File: src/rtl/pipe_mult_hs_pkg.sv
// Shared types and helpers for the pipelined handshake multiplier.
// Holds the per-stage slice width and the sign-magnitude conversion
// used when operands enter the pipe.
package pipe_mult_hs_pkg;

  // Widest operand the sign-magnitude helper can handle.
  localparam int unsigned MAX_W = 64;

  typedef enum logic {
    MODE_UNSIGNED = 1'b0,
    MODE_SIGNED   = 1'b1
  } mult_mode_e;

  // Multiplier bits consumed by each accumulate stage.
  function automatic int unsigned slice_bits(input int unsigned width, input int unsigned stages);
    return width / stages;
  endfunction

  // Magnitude of a w-bit operand; two's-complement when is_signed is set.
  // The most negative value maps to 2^(w-1), which still fits in w bits.
  function automatic logic [MAX_W-1:0] sm_mag(input logic [MAX_W-1:0] v,
                                              input int unsigned w,
                                              input logic is_signed);
    logic [MAX_W-1:0] mask;
    logic             sign_bit;
    mask     = (w >= MAX_W) ? '1 : ((64'd1 << w) - 64'd1);
    sign_bit = |(v & (64'd1 << (w - 32'd1)));
    if (is_signed && sign_bit) begin
      return (~v + 64'd1) & mask;
    end else begin
      return v & mask;
    end
  endfunction

endpackage

File: src/rtl/pipe_mult_hs_if.sv
// Operand/product handshake bundle for pipe_mult_hs.
// master = stimulus source and result sink, slave = the multiplier.
interface pipe_mult_hs_if #(
  parameter int WIDTH = 8
);
  logic               in_valid;
  logic               in_ready;
  logic               in_signed;
  logic [WIDTH-1:0]   mul_a;
  logic [WIDTH-1:0]   mul_b;
  logic               out_valid;
  logic               out_ready;
  logic [2*WIDTH-1:0] mul_out;

  modport master (
    output in_valid, in_signed, mul_a, mul_b, out_ready,
    input  in_ready, out_valid, mul_out
  );

  modport slave (
    input  in_valid, in_signed, mul_a, mul_b, out_ready,
    output in_ready, out_valid, mul_out
  );
endinterface

File: src/rtl/pipe_mult_hs_stage.sv
// One accumulate stage: multiplies |a| by the next K-bit slice of the
// remaining multiplier, shifts into place and adds to the running sum.
// MULT_OPERAND_ISOLATION_EN: when defined, data fields only load for a
// valid incoming record so idle cycles leave the datapath untouched.
module pipe_mult_hs_stage
  import pipe_mult_hs_pkg::*;
#(
  parameter int WIDTH  = 8,
  parameter int STAGES = 4,
  parameter int IDX    = 0
) (
  input  logic              clk,
  input  logic              rst_n,
  input  logic              adv,
  input  logic [4*WIDTH+1:0] rec_i,
  output logic [4*WIDTH+1:0] rec_o
);
  localparam int K     = slice_bits(WIDTH, STAGES);
  localparam int SHIFT = K * IDX;

  typedef struct packed {
    logic               valid;
    logic               neg;
    logic [WIDTH-1:0]   a_mag;
    logic [WIDTH-1:0]   b_rem;
    logic [2*WIDTH-1:0] acc;
  } stage_rec_t;

  stage_rec_t         in_s;
  stage_rec_t         nxt_s;
  stage_rec_t         q_r;
  logic [2*WIDTH-1:0] partial_s;

  assign in_s      = rec_i;
  assign partial_s = (2*WIDTH)'(in_s.a_mag) * (2*WIDTH)'(in_s.b_rem[K-1:0]);

  // Next record: add this stage's shifted partial product, retire K multiplier bits.
  always_comb begin
    nxt_s       = in_s;
    nxt_s.b_rem = in_s.b_rem >> K;
    nxt_s.acc   = in_s.acc + (partial_s << SHIFT);
  end

  // Stage register; everything holds while the pipe is stalled.
  always_ff @(posedge clk or negedge rst_n) begin
    if (!rst_n) begin
      q_r <= '0;
    end else if (adv) begin
      q_r.valid <= nxt_s.valid;
`ifdef MULT_OPERAND_ISOLATION_EN
      if (nxt_s.valid) begin
        q_r.neg   <= nxt_s.neg;
        q_r.a_mag <= nxt_s.a_mag;
        q_r.b_rem <= nxt_s.b_rem;
        q_r.acc   <= nxt_s.acc;
      end
`else
      q_r.neg   <= nxt_s.neg;
      q_r.a_mag <= nxt_s.a_mag;
      q_r.b_rem <= nxt_s.b_rem;
      q_r.acc   <= nxt_s.acc;
`endif
    end
  end

  assign rec_o = q_r;

endmodule

File: src/rtl/pipe_mult_hs.sv
// Parametrised pipelined signed/unsigned multiplier with valid/ready
// handshake. Operands are converted to sign-magnitude on entry, STAGES
// accumulate stages build |a|*|b|, and the sign is applied into mul_out.
// Latency is STAGES cycles; the whole pipe stalls when the sink stalls.
// MULT_OPERAND_ISOLATION_EN: when defined, datapath registers only load
// for valid data (low-toggle build); results at out_valid=1 are the same.
module pipe_mult_hs #(
  parameter int WIDTH  = 8,
  parameter int STAGES = 4
) (
  input logic           clk,
  input logic           rst_n,
  pipe_mult_hs_if.slave bus
);
  import pipe_mult_hs_pkg::*;

  localparam int REC_W = 4*WIDTH + 2;

  typedef struct packed {
    logic               valid;
    logic               neg;
    logic [WIDTH-1:0]   a_mag;
    logic [WIDTH-1:0]   b_rem;
    logic [2*WIDTH-1:0] acc;
  } stage_rec_t;

  logic               adv_s;
  logic               signed_s;
  stage_rec_t         head_s;
  stage_rec_t         tail_s;
  logic [REC_W-1:0]   rec_s [STAGES+1];
  logic [2*WIDTH-1:0] result_s;
  logic [2*WIDTH-1:0] mul_out_r;
  logic               out_valid_r;
  logic               unused_s;

  // The pipe moves as a unit whenever the output slot is free or being taken.
  assign adv_s         = ~out_valid_r | bus.out_ready;
  assign bus.in_ready  = adv_s;
  assign bus.out_valid = out_valid_r;
  assign bus.mul_out   = mul_out_r;

  assign signed_s = (mult_mode_e'(bus.in_signed) == MODE_SIGNED);

  // Entry record: sign-magnitude operands, product sign, empty accumulator.
  always_comb begin
    head_s       = '0;
    head_s.valid = bus.in_valid;
    head_s.neg   = signed_s & (bus.mul_a[WIDTH-1] ^ bus.mul_b[WIDTH-1]);
    head_s.a_mag = WIDTH'(sm_mag(MAX_W'(bus.mul_a), WIDTH, signed_s));
    head_s.b_rem = WIDTH'(sm_mag(MAX_W'(bus.mul_b), WIDTH, signed_s));
  end

  assign rec_s[0] = head_s;

  for (genvar i = 0; i < STAGES; i++) begin : g_stage
    pipe_mult_hs_stage #(
      .WIDTH  (WIDTH),
      .STAGES (STAGES),
      .IDX    (i)
    ) u_stage (
      .clk   (clk),
      .rst_n (rst_n),
      .adv   (adv_s),
      .rec_i (rec_s[i]),
      .rec_o (rec_s[i+1])
    );
  end

  assign tail_s   = stage_rec_t'(rec_s[STAGES]);
  assign result_s = tail_s.neg ? -tail_s.acc : tail_s.acc;
  assign unused_s = ^{tail_s.a_mag, tail_s.b_rem};

  // Output register: signed product and its valid flag, held during a stall.
  always_ff @(posedge clk or negedge rst_n) begin
    if (!rst_n) begin
      out_valid_r <= 1'b0;
      mul_out_r   <= '0;
    end else if (adv_s) begin
      out_valid_r <= tail_s.valid;
`ifdef MULT_OPERAND_ISOLATION_EN
      if (tail_s.valid) begin
        mul_out_r <= result_s;
      end
`else
      mul_out_r <= result_s;
`endif
    end
  end

endmodule

File: src/flat_wrapper.sv
// flat-port wrapper written by rule: the top's interface ports become plain ports
module pipe_mult_hs_flat import pipe_mult_hs_pkg::*;
#(
  parameter int WIDTH  = 8,
  parameter int STAGES = 4
)
  (clk, rst_n, bus_in_valid, bus_in_signed, bus_mul_a, bus_mul_b, bus_out_ready, bus_in_ready, bus_out_valid, bus_mul_out);
  pipe_mult_hs_if #(.WIDTH(WIDTH)) bus_i ();
  input logic clk;
  input logic rst_n;
  input wire logic [$bits(bus_i.in_valid)-1:0] bus_in_valid;
  input wire logic [$bits(bus_i.in_signed)-1:0] bus_in_signed;
  input wire logic [$bits(bus_i.mul_a)-1:0] bus_mul_a;
  input wire logic [$bits(bus_i.mul_b)-1:0] bus_mul_b;
  input wire logic [$bits(bus_i.out_ready)-1:0] bus_out_ready;
  output wire logic [$bits(bus_i.in_ready)-1:0] bus_in_ready;
  output wire logic [$bits(bus_i.out_valid)-1:0] bus_out_valid;
  output wire logic [$bits(bus_i.mul_out)-1:0] bus_mul_out;
  assign bus_i.in_valid = bus_in_valid;
  assign bus_i.in_signed = bus_in_signed;
  assign bus_i.mul_a = bus_mul_a;
  assign bus_i.mul_b = bus_mul_b;
  assign bus_i.out_ready = bus_out_ready;
  assign bus_in_ready = bus_i.in_ready;
  assign bus_out_valid = bus_i.out_valid;
  assign bus_mul_out = bus_i.mul_out;
  pipe_mult_hs #(.WIDTH(WIDTH), .STAGES(STAGES)) u_core (.clk(clk), .rst_n(rst_n), .bus(bus_i));
endmodule
File: config.mk
export PLATFORM = sky130hd
export DESIGN_NAME = pipe_mult_hs_flat
export DESIGN_NICKNAME = d
export VERILOG_FILES = /design/src/rtl/pipe_mult_hs_pkg.sv /design/src/rtl/pipe_mult_hs_if.sv /design/src/rtl/pipe_mult_hs_stage.sv /design/src/rtl/pipe_mult_hs.sv /design/src/flat_wrapper.sv
export SDC_FILE = /design/constraint.sdc
export NUM_CORES = 1
export LEC_CHECK = 0
export CAP_MARGIN = 20
export CORE_AREA = 2 2 151 124
export CTS_CLUSTER_DIAMETER = 120
export DETAILED_ROUTE_END_ITERATION = 16
export DIE_AREA = 0 0 153 126
export PLACE_DENSITY = 0.71
export RECOVER_POWER = 50
export SLEW_MARGIN = 25
export SYNTH_ARGS = -nofsm -noshare
export SYNTH_HDL_FRONTEND = slang
export SYNTH_HIERARCHICAL = 1
export SYNTH_SLANG_ARGS = --single-unit
File: constraint.sdc
create_clock -name clk -period 3.4 [get_ports clk]
set_input_delay 0.68 -clock clk [delete_from_list [all_inputs] [get_ports clk]]
set_output_delay 0.68 -clock clk [all_outputs]
set_load 0.01 [all_outputs]
======== Yosys cells after proc, flatten, opt, wreduce, memory -nomap -nowiden ========
Index checks and enable logic that the tools add are counted.
word-level totals
  bits in registers ....................... 119
  bits of input ports ..................... 21
  output and inout port bits .............. 18
  logic and storage cells ................. 41
operators by class
  $add $sub $neg .......................... 6
  multiply operators ...................... 4
  multiplexer cells ....................... 3
  bitwise logic cells ..................... 6
  reductions and logical operators ........ 2
operator list
  operator                                                        number
  8-bit by 2-bit multiplier with 10-bit output                    4
  16-bit by 14-bit adder with 16-bit output                       1
  16-bit adder                                                    1
  8-bit by 1-bit adder with 8-bit output (second input constant)  2
  16-bit 2-to-1 mux                                               1
  8-bit 2-to-1 mux                                                2
  16-bit negation                                                 1
  8-bit NOT                                                       2
  10-bit by 12-bit adder with 13-bit output                       1
  1-bit logical AND                                               2
  1-bit bitwise AND                                               1
  1-bit NOT                                                       1
  1-bit OR                                                        1
  1-bit bitwise XOR                                               1

======== Depth between registers and ports, before layout ========
Gate-level depths: netlist of run 1.
  depth after elaboration ................. 4
  depth in mapped cells ................... 16

======== Hierarchy ========
Netlist of run 1, hierarchy kept.
modules (own cells, without submodules)
  module                                           times used  cells an instance  area an instance (sq um)  sequential area each (sq um)
  pipe_mult_hs_stage at u_core.g_stage[1].u_stage  1           210                2167.1                    800.8
  pipe_mult_hs_stage at u_core.g_stage[0].u_stage  1           212                2153.3                    800.8
  pipe_mult_hs_stage at u_core.g_stage[2].u_stage  1           189                2070.7                    800.8
  pipe_mult_hs_stage at u_core.g_stage[3].u_stage  1           180                2004.4                    800.8
  pipe_mult_hs                                     1           146                1218.7                    425.4

======== Least setup slack after synthesis of run 1 ========
OpenSTA, ideal clock, no wires.
  path type ............................... in2reg
  start ................................... in bus_mul_b[0]
  end ..................................... reg u_core.g_stage[0].u_stage.q_r (netlist bit u_core/g_stage[0].u_stage/rec_o[7])
  library setup time ...................... 125 ps
  arrival time ............................ 3221 ps
  path slack .............................. 55 ps
  cell stages on the path ................. 10
  path buffers ............................ 0
  path through ............................ inv_1 ha_1 mux2_2 and2_1 fa_1 fa_1 a211oi_1 o21ai_0 xor2_1 mux2_2
RTL lines
  item         line                      RTL
  from (decl)  flat_wrapper.sv:14        input wire logic [$bits(bus_i.mul_b)-1:0] bus_mul_b;
  to (decl)    pipe_mult_hs_stage.sv:31  stage_rec_t q_r;

==> run summary, run 1 <==
outcome -> finished, final reports clean
H-tree depth -> 4
Routability Congestion -> 0.858
Post-Route Skew -> 9.24 ps
vias per inst -> 5.42
DP Cell Count -> 1230
commonest non-fill, non-tap cells in the layout -> dfrtp_1 (122), mux2_2 (85), buf_4 (72), nand2_1 (66), ha_1 (58)
first-pass GRT wire length -> 32300 um
initial antenna violation count -> 0
Slew @ Worst Pin -> 1320 ps
placed wire-length estimate -> 14200 um
Setup TNS Final -> 0 ps
# diodes -> 0
fin crit share -> 0.970
worst r2r src -> u_core/g_stage[0].u_stage/rec_o[17]$_DFFE_PN0P_
All-Layer GR Usage -> 0.205
worst vdd ir -> 0.000580 V
r2r setup slk -> 140 ps
clock power share -> 0.159
synth warn -> 6
Setup crit end kind -> register
Final setup viols -> 0
aggregate routed wire length -> 19100 um
WP data required -> 3690 ps
crit path to -> u_core/g_stage[0].u_stage/rec_o[9]$_DFFE_PN0P_
MaxCap Viol Count -> 0
clk_lat worst skew -> 420 ps
starting DRC count in detailed routing -> 329
Min-Delay Path Class -> reg -> reg
CP Launch Type -> input port
post-route insts no fill -> 1272
Crit-path slowest cell -> fa_1
port bufs -> 38
CP bufs+invs -> 4
Clock Pin Slew Worst Setup and Hold Paths -> 70 ps
Leak -> 0.00498 uW
final core occ -> 0.615
Die Ht -> 126 um
sequential share of power -> 0.237
cts hold-fix bufs -> 0
Congestion Overflow GR -> 0
root buf cell -> clkbuf_16
R2R Path End -> u_core/g_stage[1].u_stage/rec_o[13]$_DFFE_PN0P_
CTS tree -> done
Residual DRC -> 0
Syn Inst Count -> 885
minimum clock period -> 3300 ps
Combinational Power Share -> 0.604
Clock Sinks -> 125
drt first pass iters -> 5
row count -> 44
most common cell after layout, fill and taps aside -> dfrtp_1
Layout Area Growth over Synthesis -> 24.0%
Worst slew margin -> 0.117
pwr dens -> 1100 nW/um^2
fillers -> 1447
Initial Utilization -> 0.496
Clock Path Buffers -> 2
die extent in x -> 153 um
Register Area -> 3130 um^2
Psw -> 4990 uW
Final Power -> 12000 uW
Final Hold Fails -> 0
internal power contribution -> 7010 uW
switching share of power -> 0.416
CP top delay family -> adder cells
crit path DAT -> 3590 ps
vias in the first global route -> 6707
largest net degree at the start of global routing -> 52
mapped cell area -> 8810 um^2
Pins Over Slew Limit -> 0
CP most frequent cell -> inv_1
proportion of layout cells with a drive suffix above 1 -> 0.253
TritonCTS Buffers -> 17
die area -> 19300 um^2
CP max FO -> 4
Crit. path cell count -> 14
fmax -> 303 MHz
worst setup path startpoint -> bus_mul_a[0]
syn avg cell area -> 9.96 um^2
number of vias in the routed layout -> 6895
core area -> 17800 um^2
critical-path cell list -> clkdlybuf4s50_1, inv_1, ha_2, nor2_2, xor2_2, nand2_1, fa_1, inv_1, fa_2, a211oi_2, buf_4, o211a_1, or3_1, a31oi_2
Post-DRT Antenna Nets -> 0
critical path's largest stage delay -> 490 ps
post-DR wirelength/cell -> 15.0 um
nets -> 1131
multi-input logic area -> 5750 um^2
r2r worst-path depth -> 15
I/O pin cnt -> 39
critical path class -> in -> reg
==> power groups by stage <==
stage	combinational, uW	clock, uW	sequential [uW]
after floorplan	5260	0	2710
after global placement	6680	0	2840
after detailed placement	6840	0	2870
after CTS	6950	1940	2850
after global routing	8050	2010	2940
final	7240	1910	2840
==> how the worst min path moves through the flow <==
stage / from / to / slack (ps) / cells after the start
final: u_core/g_stage[3].u_stage/rec_o[33]$_DFFE_PN0P_ / u_core/bus.out_valid$_DFFE_PN0P_ / 460 / 1
after global routing: u_core/g_stage[3].u_stage/rec_o[33]$_DFFE_PN0P_ / u_core/bus.out_valid$_DFFE_PN0P_ / 500 / 1
after CTS: rst_n / u_core/g_stage[3].u_stage/rec_o[12]$_DFFE_PN0P_ / 310 / 1
after detailed placement: u_core/g_stage[3].u_stage/rec_o[33]$_DFFE_PN0P_ / u_core/bus.out_valid$_DFFE_PN0P_ / 450 / 1
after global placement: u_core/g_stage[3].u_stage/rec_o[33]$_DFFE_PN0P_ / u_core/bus.out_valid$_DFFE_PN0P_ / 440 / 1
after floorplan: rst_n / u_core/bus.mul_out[0]$_DFFE_PN0P_ / 380 / 0
==> sequential cells by signal (all words and copies together) (netlist names) <==
register,count
u_core/bus.out_valid,1
u_core/bus.mul_out,16
u_core/g_stage.u_stage/rec_o,108
==> routing by layer <==
| metal | vias to the layer above | GRT usage | part of all wire |
|---|---|---|---|
| met5 | - | 0 | 0 |
| met4 | 0 | 0.0490 | 0.0070 |
| met3 | 9 | 0.0379 | 0.030 |
| met2 | 88 | 0.322 | 0.46 |
| met1 | 3350 | 0.297 | 0.50 |
| li1 | 3448 | - | - |
==> metrics by stage <==
stage	setup WS, ps	area [um^2]	hold WS, ps
after CTS	36.1	10700	313
after floorplan	54.6	8940	384
after global routing	-21.8	10900	504
after detailed placement	-565	10000	453
final	101	10900	463
after global placement	-512	10000	442
==> cell type report <==
class                   instances  share of cell area
clock buffers                  17              0.0389
inverters                      47              0.0164
clock inverters                15              0.0181
well taps                     230              0.0263
multi-input cells             723               0.526
repair buffers                115              0.0881
flip-flops and latches        125               0.286
==> repair_timing <==
item | CTS | global route
gates resized for setup | 7 | 54
setup endpoints to repair | 9 | 18
cloned | 0 | 0
setup buffers | 2 | 8
pin swaps | 2 | 27
Note: power is estimated with default switching activity, not from simulation.
==> inputs of run 2 (changes only) <==
==> constraint.sdc (replaced) <==
create_clock -name clk -period 2.8 [get_ports clk]
set_input_delay 0.56 -clock clk [delete_from_list [all_inputs] [get_ports clk]]
set_output_delay 0.56 -clock clk [all_outputs]
set_load 0.01 [all_outputs]
==> run 2 against run 1 <==
The flow now finishes with violations (setup timing). Via count rose by 8.9%. First-iteration DRC count rose by 26%. Register-to-register slack got worse by 560 ps. Critical path type is now reg -> reg. Highest routed layer unchanged. Critical path depth rose by 2. Clock-buffer cell count did not move. Critical endpoint is now u_core/g_stage[1].u_stage/rec_o[10]$_DFFE_PN0P_. Clock skew rose by 5.4 ps.
==> run summary, run 2 (synthesis gave the netlist of run 1 again) <==
Clock Pin Slew Worst Setup and Hold Paths -> 70 ps (about the same)
initial antenna violation count -> 0 (unchanged)
RSZ-0062 raised after global routing -> yes
Congestion Overflow GR -> 0 (unchanged)
WHS -> 398 ps (-64.8 ps)
fmax -> 311 MHz
Routability Congestion -> 0.837 (-2.4%)
Final Hold Fails -> 0 (unchanged)
max reg flops -> 108 (unchanged)
first-pass GRT wire length -> 36500 um (+13%)
nets -> 1239 (+9.5%)
critical path class -> reg -> reg
aggregate routed wire length -> 22900 um (+20%)
Min-Delay Path Class -> in -> async
minimum clock period -> 3220 ps
Layout Area Growth over Synthesis -> 42.0%
failing checks -> setup timing
post-route setup slack -> -416 ps (-517 ps)
vias per inst -> 5.44 (+0.42%)
WP data required -> 3110 ps (-580 ps)
port bufs -> 38 (unchanged)
die area -> 19300 um^2 (unchanged)
post-DR wirelength/cell -> 16.6 um (+11%)
Clock Sinks -> 125 (unchanged)
largest net degree at the start of global routing -> 54 (+3.8%)
crit path DAT -> 3530 ps (-60 ps)
root buf cell -> clkbuf_16
final core occ -> 0.704 (+0.0889)
Slew @ Worst Pin -> 1280 ps (-44.5 ps)
Worst slew margin -> 0.147 (+0.0297)
vias in the first global route -> 7522 (+12%)
Pins Over Slew Limit -> 0 (unchanged)
worst vdd ir -> 0.000656 V (+13%)
area post-placement -> 10800 um^2 (+7.9%)
clk_lat worst skew -> 430 ps (about the same)
Initial Utilization -> 0.496 (unchanged)
cts hold-fix bufs -> 0 (unchanged)
Final setup viols -> 20 (+20)
Die Ht -> 126 um (unchanged)
Clock Path Buffers -> 2 (unchanged)
core area -> 17800 um^2 (unchanged)
drt first pass iters -> 4 (-1)
outcome -> complete, but fails checks
number of vias in the routed layout -> 7512 (+8.9%)
CTS tree -> done
most common cell after layout, fill and taps aside -> buf_4
Leak -> 0.00570 uW (+15%)
proportion of layout cells with a drive suffix above 1 -> 0.426 (+0.173)
starting DRC count in detailed routing -> 416 (+26%)
Residual DRC -> 0 (unchanged)
MaxCap Viol Count -> 0 (unchanged)
fin area -> 12500 um^2 (+14%)
Post-Route Skew -> 14.6 ps (+5.40 ps)
pwr dens -> 1490 nW/um^2 (+35%)
CP Launch Type -> register
Post-DRT Antenna Nets -> 0 (unchanged)
All-Layer GR Usage -> 0.232 (+0.0263)
I/O pin cnt -> 39 (unchanged)
die extent in x -> 153 um (unchanged)
Setup TNS Final -> -4590 ps (-4590 ps)
placed wire-length estimate -> 15200 um (+7.4%)
row count -> 44 (unchanged)
CP max FO -> 6 (+2)
commonest non-fill, non-tap cells in the layout -> buf_4 (155), dfrtp_1 (120), mux2_2 (72), nand2_1 (54), ha_1 (43)
Setup crit end kind -> register
TritonCTS Buffers -> 17 (unchanged)
fin crit share -> 1.15
H-tree depth -> 4 (unchanged)
# diodes -> 0 (unchanged)
[run 2: per-layer routing]
layer | GRT usage | wire length, um
met5 | 0 | 0
met4 | 0.0741 | 391
met3 | 0.0365 | 802
met2 | 0.382 | 11200
met1 | 0.315 | 10500
[run 2: critical path, cell delays in order (launching register included)]
cell      delay (ps)
dfrtp_1          420
and2_1           160
ha_2             190
inv_2             50
fa_2             390
nor2b_4          120
o21ai_2           70
a21boi_2         210
buf_4            160
o21ai_4           60
a21boi_4         160
ha_4             240
buf_6            120
buf_6            110
a221oi_4         280
xnor2_1          110
mux2_4           260
[run 2: per-stage QoR]
step,setup WS (ps),cells,total power [uW]
finish,-416,1380,18600
global route,-541,1380,19800
CTS,-329,1359,16600
detailed placement,-876,1307,13300
global placement,-828,1307,13100
floorplan,-137,920,9890
[run 2: final cells by class]
type	instances	area, um^2
fillers	1253	5270
flip-flops and latches	125	3130
clock inverters	15	193
multi-input cells	723	6450
repair buffers	223	1830
well taps	230	288
clock buffers	17	425
inverters	47	196
[run 2: final timing paths]
| path | start | end | slack [ps] | cells after the start |
|---|---|---|---|---|
| worst min register to register | u_core/g_stage[3].u_stage/rec_o[33]$_DFFE_PN0P_ | u_core/bus.out_valid$_DFFE_PN0P_ | 480 | 1 |
| min in group clk | u_core/g_stage[3].u_stage/rec_o[33]$_DFFE_PN0P_ | u_core/bus.out_valid$_DFFE_PN0P_ | 480 | 1 |
| worst max register to register | u_core/g_stage[0].u_stage/rec_o[16]$_DFFE_PN0P_ | u_core/g_stage[1].u_stage/rec_o[10]$_DFFE_PN0P_ | -420 | 16 |
| worst max-delay path | u_core/g_stage[0].u_stage/rec_o[16]$_DFFE_PN0P_ | u_core/g_stage[1].u_stage/rec_o[10]$_DFFE_PN0P_ | -420 | 16 |
| max in group asynchronous | rst_n | u_core/g_stage[2].u_stage/rec_o[17]$_DFFE_PN0P_ | 990 | 2 |
| worst min-delay path | rst_n | u_core/bus.mul_out[12]$_DFFE_PN0P_ | 400 | 1 |
[run 2: timing repair]
item | in CTS | in global routing
setup buffers | 21 | 25
setup endpoints to repair | 26 | 27
gates resized for setup | 110 | 126
gates cloned | 0 | 0
pin swaps | 83 | 89
[run 2: report_power, final]
group	internal (uW)	switching (uW)	total (uW)	leakage [uW]
Clock	1290	1020	2320	0.000304
Sequential	2730	794	3520	0.00146
Combinational	6960	5790	12800	0.00394
Total	11000	7610	18600	0.00570
==> inputs of run 3 (changes only) <==
--- a/config.mk
+++ b/config.mk
@@ -6,14 +6,13 @@
 export NUM_CORES = 1
 export LEC_CHECK = 0
 export CAP_MARGIN = 20
-export CORE_AREA = 2 2 151 124
+export CORE_AREA = 2 2 132 109
 export CTS_CLUSTER_DIAMETER = 120
 export DETAILED_ROUTE_END_ITERATION = 16
-export DIE_AREA = 0 0 153 126
-export PLACE_DENSITY = 0.71
+export DIE_AREA = 0 0 134 111
+export PLACE_DENSITY = 0.72
 export RECOVER_POWER = 50
 export SLEW_MARGIN = 25
 export SYNTH_ARGS = -nofsm -noshare
 export SYNTH_HDL_FRONTEND = slang
-export SYNTH_HIERARCHICAL = 1
 export SYNTH_SLANG_ARGS = --single-unit
==> run 3 against run 2 <==
The flow finishes with violations (capacitance limit, slew limit, setup timing). Sequential share of layout area increased by 3.5 points. Critical path type unchanged. Combinational power shrank 40%. Clock-buffer cell count increased by 2. Setup slack gained 170 ps. Highest routed layer unchanged.
==> run summary, run 3 <==
root buf cell -> clkbuf_16
Clock Pin Slew Worst Setup and Hold Paths -> 50 ps (-20 ps)
WHS -> 463 ps (+64.9 ps)
row count -> 39 (-11%)
largest net degree at the start of global routing -> 132 (+140%)
H-tree depth -> 4 (unchanged)
Clock Path Buffers -> 2 (unchanged)
outcome -> complete, but fails checks
I/O pin cnt -> 39 (unchanged)
Layout Area Growth over Synthesis -> 38.3%
mapped cell area -> 7310 um^2 (-17%)
library cells used by synthesis -> 58
Syn Inst Count -> 851 (-3.8%)
worst vdd ir -> 0.000766 V (+17%)
Pins Over Slew Limit -> 42 (+42)
sequential share of the synthesized area -> 0.394
max reg flops -> 98 (-9.3%)
synth warn -> 0 (-6)
# diodes -> 0 (unchanged)
syn nets -> 937
CTS tree -> done
proportion of layout cells with a drive suffix above 1 -> 0.282 (-0.144)
syn avg cell area -> 8.59 um^2 (-14%)
Final setup viols -> 10 (-50%)
commonest non-fill, non-tap cells in the layout -> nand2_1 (198), buf_4 (133), dfrtp_1 (111), nor2_1 (64), ha_1 (40)
core area -> 13700 um^2 (-23%)
Initial Utilization -> 0.533 (+0.0376)
pwr dens -> 1280 nW/um^2 (-14%)
critical path class -> reg -> reg
Post-DRT Antenna Nets -> 0 (unchanged)
crit path DAT -> 3330 ps (-200 ps)
EDFF count, synth -> 0
Clock Sinks -> 115 (-8.0%)
placed wire-length estimate -> 10900 um (-28%)
Setup crit end kind -> register
most common cell in the netlist -> nand2_1
CP max FO -> 5 (-1)
MaxCap Viol Count -> 1 (+1)
CP Launch Type -> register
WP data required -> 3080 ps (-30 ps)
die area -> 14900 um^2 (-23%)
Routability Congestion -> 0.851 (+1.6%)
minimum clock period -> 3050 ps (-166 ps)
cell taking the most area after synthesis -> dfrtp_1
ys async rst share -> 1.00
vias in the first global route -> 6358 (-15%)
fin area -> 10100 um^2 (-19%)
most common cell after layout, fill and taps aside -> nand2_1
aggregate routed wire length -> 17600 um (-23%)
post-DR wirelength/cell -> 14.3 um (-14%)
die extent in x -> 134 um (-12%)
port bufs -> 38 (unchanged)
nets -> 1116 (-9.9%)
top post-synthesis cells by count -> nand2_1 (202), dfrtp_1 (115), nor2_1 (71), ha_1 (58), a21oi_1 (54)
Min-Delay Path Class -> reg -> reg
Residual DRC -> 0 (unchanged)
Slew @ Worst Pin -> 2130 ps (+851 ps)
first-pass GRT wire length -> 28400 um (-22%)
Die Ht -> 111 um (-12%)
Congestion Overflow GR -> 0 (unchanged)
TritonCTS Buffers -> 17 (unchanged)
RSZ-0062 raised after global routing -> yes
initial antenna violation count -> 0 (unchanged)
Worst slew margin -> -0.420 (-0.567)
cts hold-fix bufs -> 0 (unchanged)
fmax -> 328 MHz (+5.5%)
Setup TNS Final -> -1470 ps (+3120 ps)
number of vias in the routed layout -> 6483 (-14%)
All-Layer GR Usage -> 0.235 (+0.00346)
failing checks -> capacitance limit, slew limit, setup timing
area post-placement -> 8790 um^2 (-19%)
fin crit share -> 1.09 (-0.0594)
Final Power -> 13000 uW (-30%)
Synth Flop Type -> dfrtp_1
Synth area leaders -> dfrtp_1 (39%), nand2_1 (10%), ha_1 (9.9%)
clk_lat worst skew -> 420 ps (about the same)
post-route setup slack -> -250 ps (+166 ps)
Post-Route Skew -> 6.92 ps (-7.72 ps)
post-synth top area share -> 0.394
vias per inst -> 5.28 (-2.9%)
#FFs+latches synth -> 115
Final Hold Fails -> 0 (unchanged)
drt first pass iters -> 5 (+1)
Leak -> 0.00480 uW (-16%)
final core occ -> 0.738 (+0.0338)
starting DRC count in detailed routing -> 270 (-35%)
-- run 3: critical path, stage by stage (launching register included) --
cell	delay (ps)
dfrtp_1	440
and2_1	160
ha_2	180
inv_2	40
fa_2	350
nor2b_1	110
o21a_1	170
o21ai_2	70
nand2b_1	90
a21oi_2	60
xnor2_1	200
ha_1	310
a211oi_2	190
nor2_1	70
a31oi_2	180
xor2_1	200
a21oi_1	90
-- run 3: logic make-up (layout without fill, tap and decap cells) --
family / after synthesis / in the layout / synth area share
XOR/XNOR: 63 / 63 / 0.0755
AO/OA/AOI/OAI: 175 / 175 / 0.147
multiplexers: 5 / 5 / 0.00684
AND/OR/NAND/NOR: 370 / 370 / 0.226
adder cells (fa/ha/maj): 65 / 65 / 0.118
buffers and inverters: 58 / 250 / 0.0335
flip-flops: 115 / 115 / 0.394
-- run 3: worst paths after layout --
kind	depth (start not counted)	slack [ps]	end	start
max	16	-250	u_core.g_stage[2].u_stage.rec_o[13]$_DFFE_PN0P_	u_core.g_stage[1].u_stage.rec_o[16]$_DFFE_PN0P_
min	2	460	u_core.g_stage[2].u_stage.rec_o[33]$_DFFE_PN0P_	u_core.g_stage[2].u_stage.rec_o[33]$_DFFE_PN0P_
max reg2reg	16	-250	u_core.g_stage[2].u_stage.rec_o[13]$_DFFE_PN0P_	u_core.g_stage[1].u_stage.rec_o[16]$_DFFE_PN0P_
min reg2reg	2	460	u_core.g_stage[2].u_stage.rec_o[33]$_DFFE_PN0P_	u_core.g_stage[2].u_stage.rec_o[33]$_DFFE_PN0P_
max in group asynchronous	2	290	u_core.g_stage[1].u_stage.rec_o[8]$_DFFE_PN0P_	rst_n
min in group asynchronous	1	760	u_core.bus.mul_out[2]$_DFFE_PN0P_	rst_n
-- run 3: area by class of cell --
type / instances / area (um^2)
inverters: 31 / 120
fillers: 985 / 3600
clock buffers: 19 / 433
clock inverters: 13 / 160
repair buffers: 187 / 1560
well taps: 184 / 230
multi-input cells: 678 / 4720
flip-flops and latches: 115 / 2880
-- run 3: what timing repair did --
item,CTS,global route
setup buffers,17,15
pin swaps,49,73
resized for setup,63,72
setup endpoints to repair,15,21
-- run 3: power by group --
group / total [uW] / internal (uW) / leakage [uW] / switching [uW]
clock network: 2160 / 1390 / 0.000287 / 765
registers: 3100 / 2440 / 0.00140 / 663
logic: 7730 / 4010 / 0.00310 / 3720
total: 13000 / 7840 / 0.00480 / 5150
-- run 3: metrics by stage --
stage          cells  worst slack, ps
2_1_floorplan    851            -17.9
3_3_place_gp    1164             -514
3_5_place_dp    1164             -599
4_1_cts         1213             -230
5_1_grt         1227             -448
6_report        1227             -250
-- run 3: layer usage --
layer,up-vias,wire (um),track usage
met5,-,0,0
met4,0,327,0.0702
met1,3088,7740,0.300
met2,128,8860,0.398
met3,35,630,0.0540
li1,3232,-,-
